===== src/rtl/spi_coproc_sched.sv =====
// ============================================================================
// Module   : spi_coproc_sched
// Brief    : SPI master/scheduler routing one decoded operation at a time to
//            the alu/mul/bas SPI coprocessors and returning the 32-bit result.
//            Optional macro SPI_SCHED_TIMEOUT_EN: slave-ready polling + timeout.
// Revision : 1.0 - initial release
// ============================================================================
`default_nettype none

module spi_coproc_sched #(
  parameter int CLK_DIV  = 2,
  parameter int TURN_CYC = 4
`ifdef SPI_SCHED_TIMEOUT_EN
  ,
  parameter int TIMEOUT  = 255
`endif
) (
  input  logic        clock,
  input  logic        reset,
  input  logic        req_valid,
  output logic        req_ready,
  input  logic [2:0]  req_op,
  input  logic        req_imm,
  input  logic [31:0] req_a,
  input  logic [31:0] req_b,
  output logic        rsp_valid,
  input  logic        rsp_ready,
  output logic [31:0] rsp_data,
  output logic        rsp_err,
  output logic        busy,
  output logic        sclk,
  output logic        mosi,
  input  logic        miso,
  output logic [2:0]  nss
);

  localparam int c_DIV_W = (CLK_DIV > 1) ? $clog2(CLK_DIV) : 1;
  localparam logic [c_DIV_W-1:0] c_DIV_LAST = c_DIV_W'(CLK_DIV - 1);

  localparam logic [6:0] c_TX_LAST = 7'd71;
  localparam logic [6:0] c_RX_LAST = 7'd31;

  localparam logic [2:0] S_IDLE  = 3'd0;
  localparam logic [2:0] S_SETUP = 3'd1;
  localparam logic [2:0] S_TX    = 3'd2;
`ifndef SPI_SCHED_TIMEOUT_EN
  localparam logic [2:0] S_TURN  = 3'd3;
`endif
  localparam logic [2:0] S_RX    = 3'd4;
  localparam logic [2:0] S_HOLD  = 3'd5;
  localparam logic [2:0] S_DONE  = 3'd6;
`ifdef SPI_SCHED_TIMEOUT_EN
  localparam logic [2:0] S_WAIT  = 3'd7;

  localparam int c_TMO_W = $clog2(TIMEOUT + 1);
  localparam logic [c_TMO_W-1:0] c_TMO_LAST = c_TMO_W'(TIMEOUT - 1);
`else
  localparam int c_TURN_N = TURN_CYC * 2 * CLK_DIV;
  localparam int c_TURN_W = (c_TURN_N > 1) ? $clog2(c_TURN_N) : 1;
  localparam logic [c_TURN_W-1:0] c_TURN_LAST = c_TURN_W'(c_TURN_N - 1);
`endif

  logic [2:0]         r_state;
  logic [c_DIV_W-1:0] r_div;
  logic [6:0]         r_bit;
  logic               r_sclk;
  logic [71:0]        r_tx;
  logic [31:0]        r_rx;
  logic [2:0]         r_sel;
`ifdef SPI_SCHED_TIMEOUT_EN
  logic [c_TMO_W-1:0] r_tmo;
  logic               r_rdy;
  logic               r_err;
`else
  logic [c_TURN_W-1:0] r_turn;
`endif

  logic       w_div_end;
  logic       w_active;
  logic [2:0] w_sel;

  assign w_div_end = (r_div == c_DIV_LAST);

  // One-hot target select: bit 0 = alu, bit 1 = mul, bit 2 = bas
  always_comb begin
    w_sel = 3'b001;
    case (req_op)
      3'd3:       w_sel = 3'b010;
      3'd4, 3'd5: w_sel = 3'b100;
      default:    w_sel = 3'b001;
    endcase
  end

  always_ff @(posedge clock) begin
    if (reset) begin
      r_state <= S_IDLE;
      r_div   <= '0;
      r_bit   <= '0;
      r_sclk  <= 1'b0;
      r_tx    <= '0;
      r_rx    <= '0;
      r_sel   <= 3'b000;
`ifdef SPI_SCHED_TIMEOUT_EN
      r_tmo   <= '0;
      r_rdy   <= 1'b0;
      r_err   <= 1'b0;
`else
      r_turn  <= '0;
`endif
    end else begin
      case (r_state)
        S_IDLE: begin
          r_div  <= '0;
          r_bit  <= '0;
          r_sclk <= 1'b0;
`ifdef SPI_SCHED_TIMEOUT_EN
          r_tmo  <= '0;
          r_rdy  <= 1'b0;
`endif
          if (req_valid) begin
            r_tx    <= {req_op, req_imm, 4'b0000, req_a, req_b};
            r_sel   <= w_sel;
            r_state <= S_SETUP;
`ifdef SPI_SCHED_TIMEOUT_EN
            r_err   <= 1'b0;
`endif
          end
        end

        S_SETUP: begin
          if (w_div_end) begin
            r_div   <= '0;
            r_state <= S_TX;
          end else begin
            r_div <= r_div + 1'b1;
          end
        end

        // Each bit period is CLK_DIV cycles low then CLK_DIV high; shift on fall
        S_TX: begin
          if (w_div_end) begin
            r_div <= '0;
            if (!r_sclk) begin
              r_sclk <= 1'b1;
            end else begin
              r_sclk <= 1'b0;
              r_tx   <= {r_tx[70:0], 1'b0};
              if (r_bit == c_TX_LAST) begin
                r_bit <= '0;
`ifdef SPI_SCHED_TIMEOUT_EN
                r_state <= S_WAIT;
`else
                r_state <= S_TURN;
`endif
              end else begin
                r_bit <= r_bit + 1'b1;
              end
            end
          end else begin
            r_div <= r_div + 1'b1;
          end
        end

`ifdef SPI_SCHED_TIMEOUT_EN
        // Poll the slave ready bit on each rising sclk until it reads 1
        S_WAIT: begin
          if (r_tmo == c_TMO_LAST) begin
            r_tmo   <= '0;
            r_div   <= '0;
            r_sclk  <= 1'b0;
            r_rdy   <= 1'b0;
            r_rx    <= '0;
            r_err   <= 1'b1;
            r_state <= S_HOLD;
          end else begin
            r_tmo <= r_tmo + 1'b1;
            if (w_div_end) begin
              r_div <= '0;
              if (!r_sclk) begin
                r_sclk <= 1'b1;
                r_rdy  <= miso;
              end else begin
                r_sclk <= 1'b0;
                if (r_rdy) begin
                  r_rdy   <= 1'b0;
                  r_bit   <= '0;
                  r_state <= S_RX;
                end
              end
            end else begin
              r_div <= r_div + 1'b1;
            end
          end
        end
`else
        S_TURN: begin
          if (r_turn == c_TURN_LAST) begin
            r_turn  <= '0;
            r_div   <= '0;
            r_state <= S_RX;
          end else begin
            r_turn <= r_turn + 1'b1;
          end
        end
`endif

        S_RX: begin
          if (w_div_end) begin
            r_div <= '0;
            if (!r_sclk) begin
              r_sclk <= 1'b1;
              r_rx   <= {r_rx[30:0], miso};
            end else begin
              r_sclk <= 1'b0;
              if (r_bit == c_RX_LAST) begin
                r_bit   <= '0;
                r_state <= S_HOLD;
              end else begin
                r_bit <= r_bit + 1'b1;
              end
            end
          end else begin
            r_div <= r_div + 1'b1;
          end
        end

        S_HOLD: begin
          if (w_div_end) begin
            r_div   <= '0;
            r_state <= S_DONE;
          end else begin
            r_div <= r_div + 1'b1;
          end
        end

        S_DONE: begin
          if (rsp_ready) begin
            r_state <= S_IDLE;
          end
        end

        default: r_state <= S_IDLE;
      endcase
    end
  end

  always_comb begin
    w_active = 1'b0;
    case (r_state)
      S_SETUP, S_TX, S_RX: w_active = 1'b1;
`ifdef SPI_SCHED_TIMEOUT_EN
      S_WAIT:              w_active = 1'b1;
`else
      S_TURN:              w_active = 1'b1;
`endif
      default:             w_active = 1'b0;
    endcase
  end

  assign nss       = w_active ? ~r_sel : 3'b111;
  assign sclk      = r_sclk;
  assign mosi      = ((r_state == S_SETUP) || (r_state == S_TX)) ? r_tx[71] : 1'b0;
  assign req_ready = (r_state == S_IDLE);
  assign busy      = (r_state != S_IDLE);
  assign rsp_valid = (r_state == S_DONE);
  assign rsp_data  = r_rx;
`ifdef SPI_SCHED_TIMEOUT_EN
  assign rsp_err   = r_err;
`else
  assign rsp_err   = 1'b0;
`endif

endmodule

`default_nettype wire

===== config.mk =====
export PLATFORM = sky130hd
export DESIGN_NAME = spi_coproc_sched
export DESIGN_NICKNAME = d
export VERILOG_FILES = /design/src/rtl/spi_coproc_sched.sv
export SDC_FILE = /design/constraint.sdc
export NUM_CORES = 1
export LEC_CHECK = 0
export CORE_UTILIZATION = 51
export DETAILED_ROUTE_END_ITERATION = 12
export GPL_TIMING_DRIVEN = 0
export PLACE_DENSITY = 0.88
export SYNTH_ARGS = -nofsm -noshare
export SYNTH_HDL_FRONTEND = slang
export SYNTH_SLANG_ARGS = --single-unit
export TNS_END_PERCENT = 20

===== constraint.sdc =====
create_clock -name clock -period 2.2 [get_ports clock]
set_clock_uncertainty 0.05 [all_clocks]
set_input_delay 0.33 -clock clock [delete_from_list [all_inputs] [get_ports clock]]
set_output_delay 0.33 -clock clock [all_outputs]
set_load 0.03 [all_outputs]

==> results by group <==
Outcome
  • Status: finished, final reports clean

Placement
  • Port Buffers: 111
  • Placed inst area: ~0.0066 mm²
  • Pre-CTS setup slack: roughly 0.054 ns
  • Placer congestion estimate: 0.916
  • Final HPWL DP: roughly 9.9 mm

STA
  • Fmax: around 0.47 GHz
  • RSZ-0062 raised after global routing: true
  • Fin. max-slew vios: 0
  • Worst Max-Slew Pin Slew: 0.591 ns
  • Final Critical Period: 2.14 ns
  • Slew HR: 0.606
  • Fin. Hold Viols: 0
  • Hold WS: between 0.3 and 0.4 ns
  • # setup viols final: 0
  • Period Utilization, post-route: 0.973
  • Setup ws final: ~0.06 ns

Power and ir drop
  • Total power: 7.23 mW
  • Leak: 2.67 nW
  • PD cells: 1000 mW/mm²
  • Peak supply drop: 0.771 mV

Synth
  • Synth async-reset ratio: 0
  • Sequential fraction of the synthesis area: 0.460
  • Mean post-synth cell area: 7.82 µm²
  • Number of synthesized register bits: 123
  • Synth area leaders: dfxtp_1 46%, nand2_1 15%, a311oi_1 11%
  • EDFF count, synth: 0
  • Synth Cell Area: ~0.0053 mm²
  • Yosys cell types: between 50 and 60
  • Synth top area share: 0.460
  • Main synth FF type: dfxtp_1
  • Syn Nets: 759
  • Number of synthesis warnings: 0
  • Mapped Cells: 684
  • Post-synth top area cell: dfxtp_1

Final layout
  • Antenna Cells: 0
  • Commonest non-fill, non-tap cell in the layout: nand2_1
  • Final instance area: just over 0.007 mm²
  • Final net count: between 800 and 900
  • Area delta synth->final: 34.9%
  • Final Util: 0.705
  • Most frequent cells in the layout: 214 x nand2_1, 122 x dfxtp_1, 104 x clkdlybuf4s50_1
  • Share of cells above drive strength 1: 0.100

Clocking
  • CTS tree: yes
  • H-Tree Depth: 4
  • Root buf cell: clkbuf_8
  • Worst-path clk slew: roughly 0.060 ns
  • Cts bufs inserted: 17
  • Setup bufs post-CTS: 0
  • CTS hold repair buffers: 0
  • Skew-Pair Late Insertion Delay: 0.52 ns
  • Clk buf depth: 2
  • Clock sink total: 123

GRT
  • Grt ovf: 0
  • Initial antenna violation count: 0
  • Largest net degree at the start of global routing: 17
  • Gr usage total: 0.260
  • Vias in the first global route: 5130
  • First-pass GRT wire length: 23.2 mm

Floorplanning
  • Initial Util: 0.523
  • Die Y: 104 µm
  • Core Area: 0.0102 mm²
  • Die area: 0.0109 mm²
  • IO Count: 114
  • Std-Cell Rows: 37
  • DIE WIDTH: around 100 µm

Route
  • Router iterations before antenna repair: 5
  • Routed len/inst: 14.6 µm
  • Drt initial violations: between 300 and 400
  • Routed Antenna Nets: 0
  • Post-detailed-routing wire length: about 14 mm
  • DR DRC count: 0
  • Vias: 5499
  • Vias per Instance: 5.71

Critical path
  • Critical Path Source Type: register
  • Worst path required time: roughly 1.8 ns
  • Reg2reg end: r_bit[6]$_SDFFE_PP0P_
  • Largest stage delay on the critical path: 0.37 ns
  • Worst-path cell chain: buf_4 > nor3_4 > inv_1 > dlygate4sd2_1
  • R2R Setup Slk: 0.27 ns
  • CP max-delay cell: dfxtp_2
  • Crit path launch: r_state[2]$_SDFFE_PP0P_
  • Critical Path Sink Type: output port
  • Crit path DAT: 1.76 ns
  • Worst r2r src: r_bit[0]$_SDFFE_PP0P_
  • Worst Setup EP: busy
  • Crit Path Class: register to output port
  • Crit-path max FO: 10
  • Worst Reg-to-Reg Cells: 6

Min path
  • Worst min path class: primary input to register

Flow run
  • Total of max-cap violations: 0
[cell families after synthesis]
kind of cell / after synthesis / synth area share
AND/OR/NAND/NOR: 332 / 0.256
AO/OA/AOI/OAI: 151 / 0.206
flip-flops: 123 / 0.460
buffers and inverters: 68 / 0.0590
multiplexers: 4 / 0.00819
XOR/XNOR: 3 / 0.00491
adder cells (fa/ha/maj): 2 / 0.00468
other: 1 / 0.000701
[through the flow]
step	cells	TNS, ns
6_report	963	0
5_1_grt	963	-0.00222
4_1_cts	963	0
3_5_place_dp	931	0
3_3_place_gp	931	0
2_1_floorplan	684	0
[metal layers]
metal  part of all wire  vias up  GRT usage  wire length (µm)
met4              0.018        0     0.0816               246
met2               0.49      266      0.453              6910
met5                  0        -          0                 0
met3              0.077       29     0.0539              1090
met1               0.41     2561      0.318              5790
li1                   -     2643          -                 -
[how the worst min path moves through the flow]
stage                          start                    end  slack, ns  cells past startpoint
6_report                    req_a[4]  r_tx[36]$_SDFFE_PP0P_       0.34                      3
5_1_grt                    req_a[21]  r_tx[53]$_SDFFE_PP0P_       0.34                      3
4_1_cts                     req_a[6]  r_tx[38]$_SDFFE_PP0P_       0.33                      3
3_5_place_dp   r_sel[2]$_SDFFE_PP0P_  r_sel[2]$_SDFFE_PP0P_       0.40                      2
3_3_place_gp   r_sel[2]$_SDFFE_PP0P_  r_sel[2]$_SDFFE_PP0P_       0.39                      2
2_1_floorplan  r_sel[0]$_SDFFE_PP0P_  r_sel[0]$_SDFFE_PP0P_       0.38                      2
[cell type report]
cell class	instances	area, µm²
plain buffers	62	305
clock buffers	17	414
clock inverters	15	153
fillers	786	3020
inverters	6	22.5
multi-input cells	493	2580
flip-flops and latches	123	2460
well taps	136	170
repair buffers	111	1100
[state kept, by name (all words and copies together) (netlist names)]
register	count
r_tx	72
rsp_data	32
r_bit	7
r_turn	4
r_sel	3
r_state	3
r_div	1
sclk	1
[report_power, final]
group / internal (mW) / total, mW / switching (mW)
combinational: 0.711 / 1.82 / 1.11
clock: 1.54 / 2.66 / 1.12
sequential: 2.57 / 2.75 / 0.183
total: 4.81 / 7.23 / 2.41
[critical path, delay by kind of cell, from the launching register on]
kind | cells | cell delay (ns)
buffers and inverters | 3 | 0.61
DFF | 1 | 0.37
and+or+nand+nor | 1 | 0.27
[cell usage after synthesis (2+ instances only)]
cell type / count
a211oi_1: 2
a21oi_1: 48
a311oi_1: 68
a31oi_1: 4
buf_2: 27
buf_4: 3
buf_6: 2
clkbuf_1: 29
dfxtp_1: 123
ha_1: 2
inv_1: 5
mux2_2: 2
nand2_1: 214
nand2b_1: 9
nand3_1: 9
nor2_1: 79
nor2b_1: 3
nor3_1: 3
o2111ai_1: 7
o21ai_0: 7
o221ai_1: 4
o31ai_1: 3
or3_1: 2
xor2_1: 2
[repair_timing]
action	4_1_cts	5_1_grt
endpoints found under the setup margin	7	5
gates cloned	0	0
resized for setup	22	6
(Power assumes the default switching activity.)
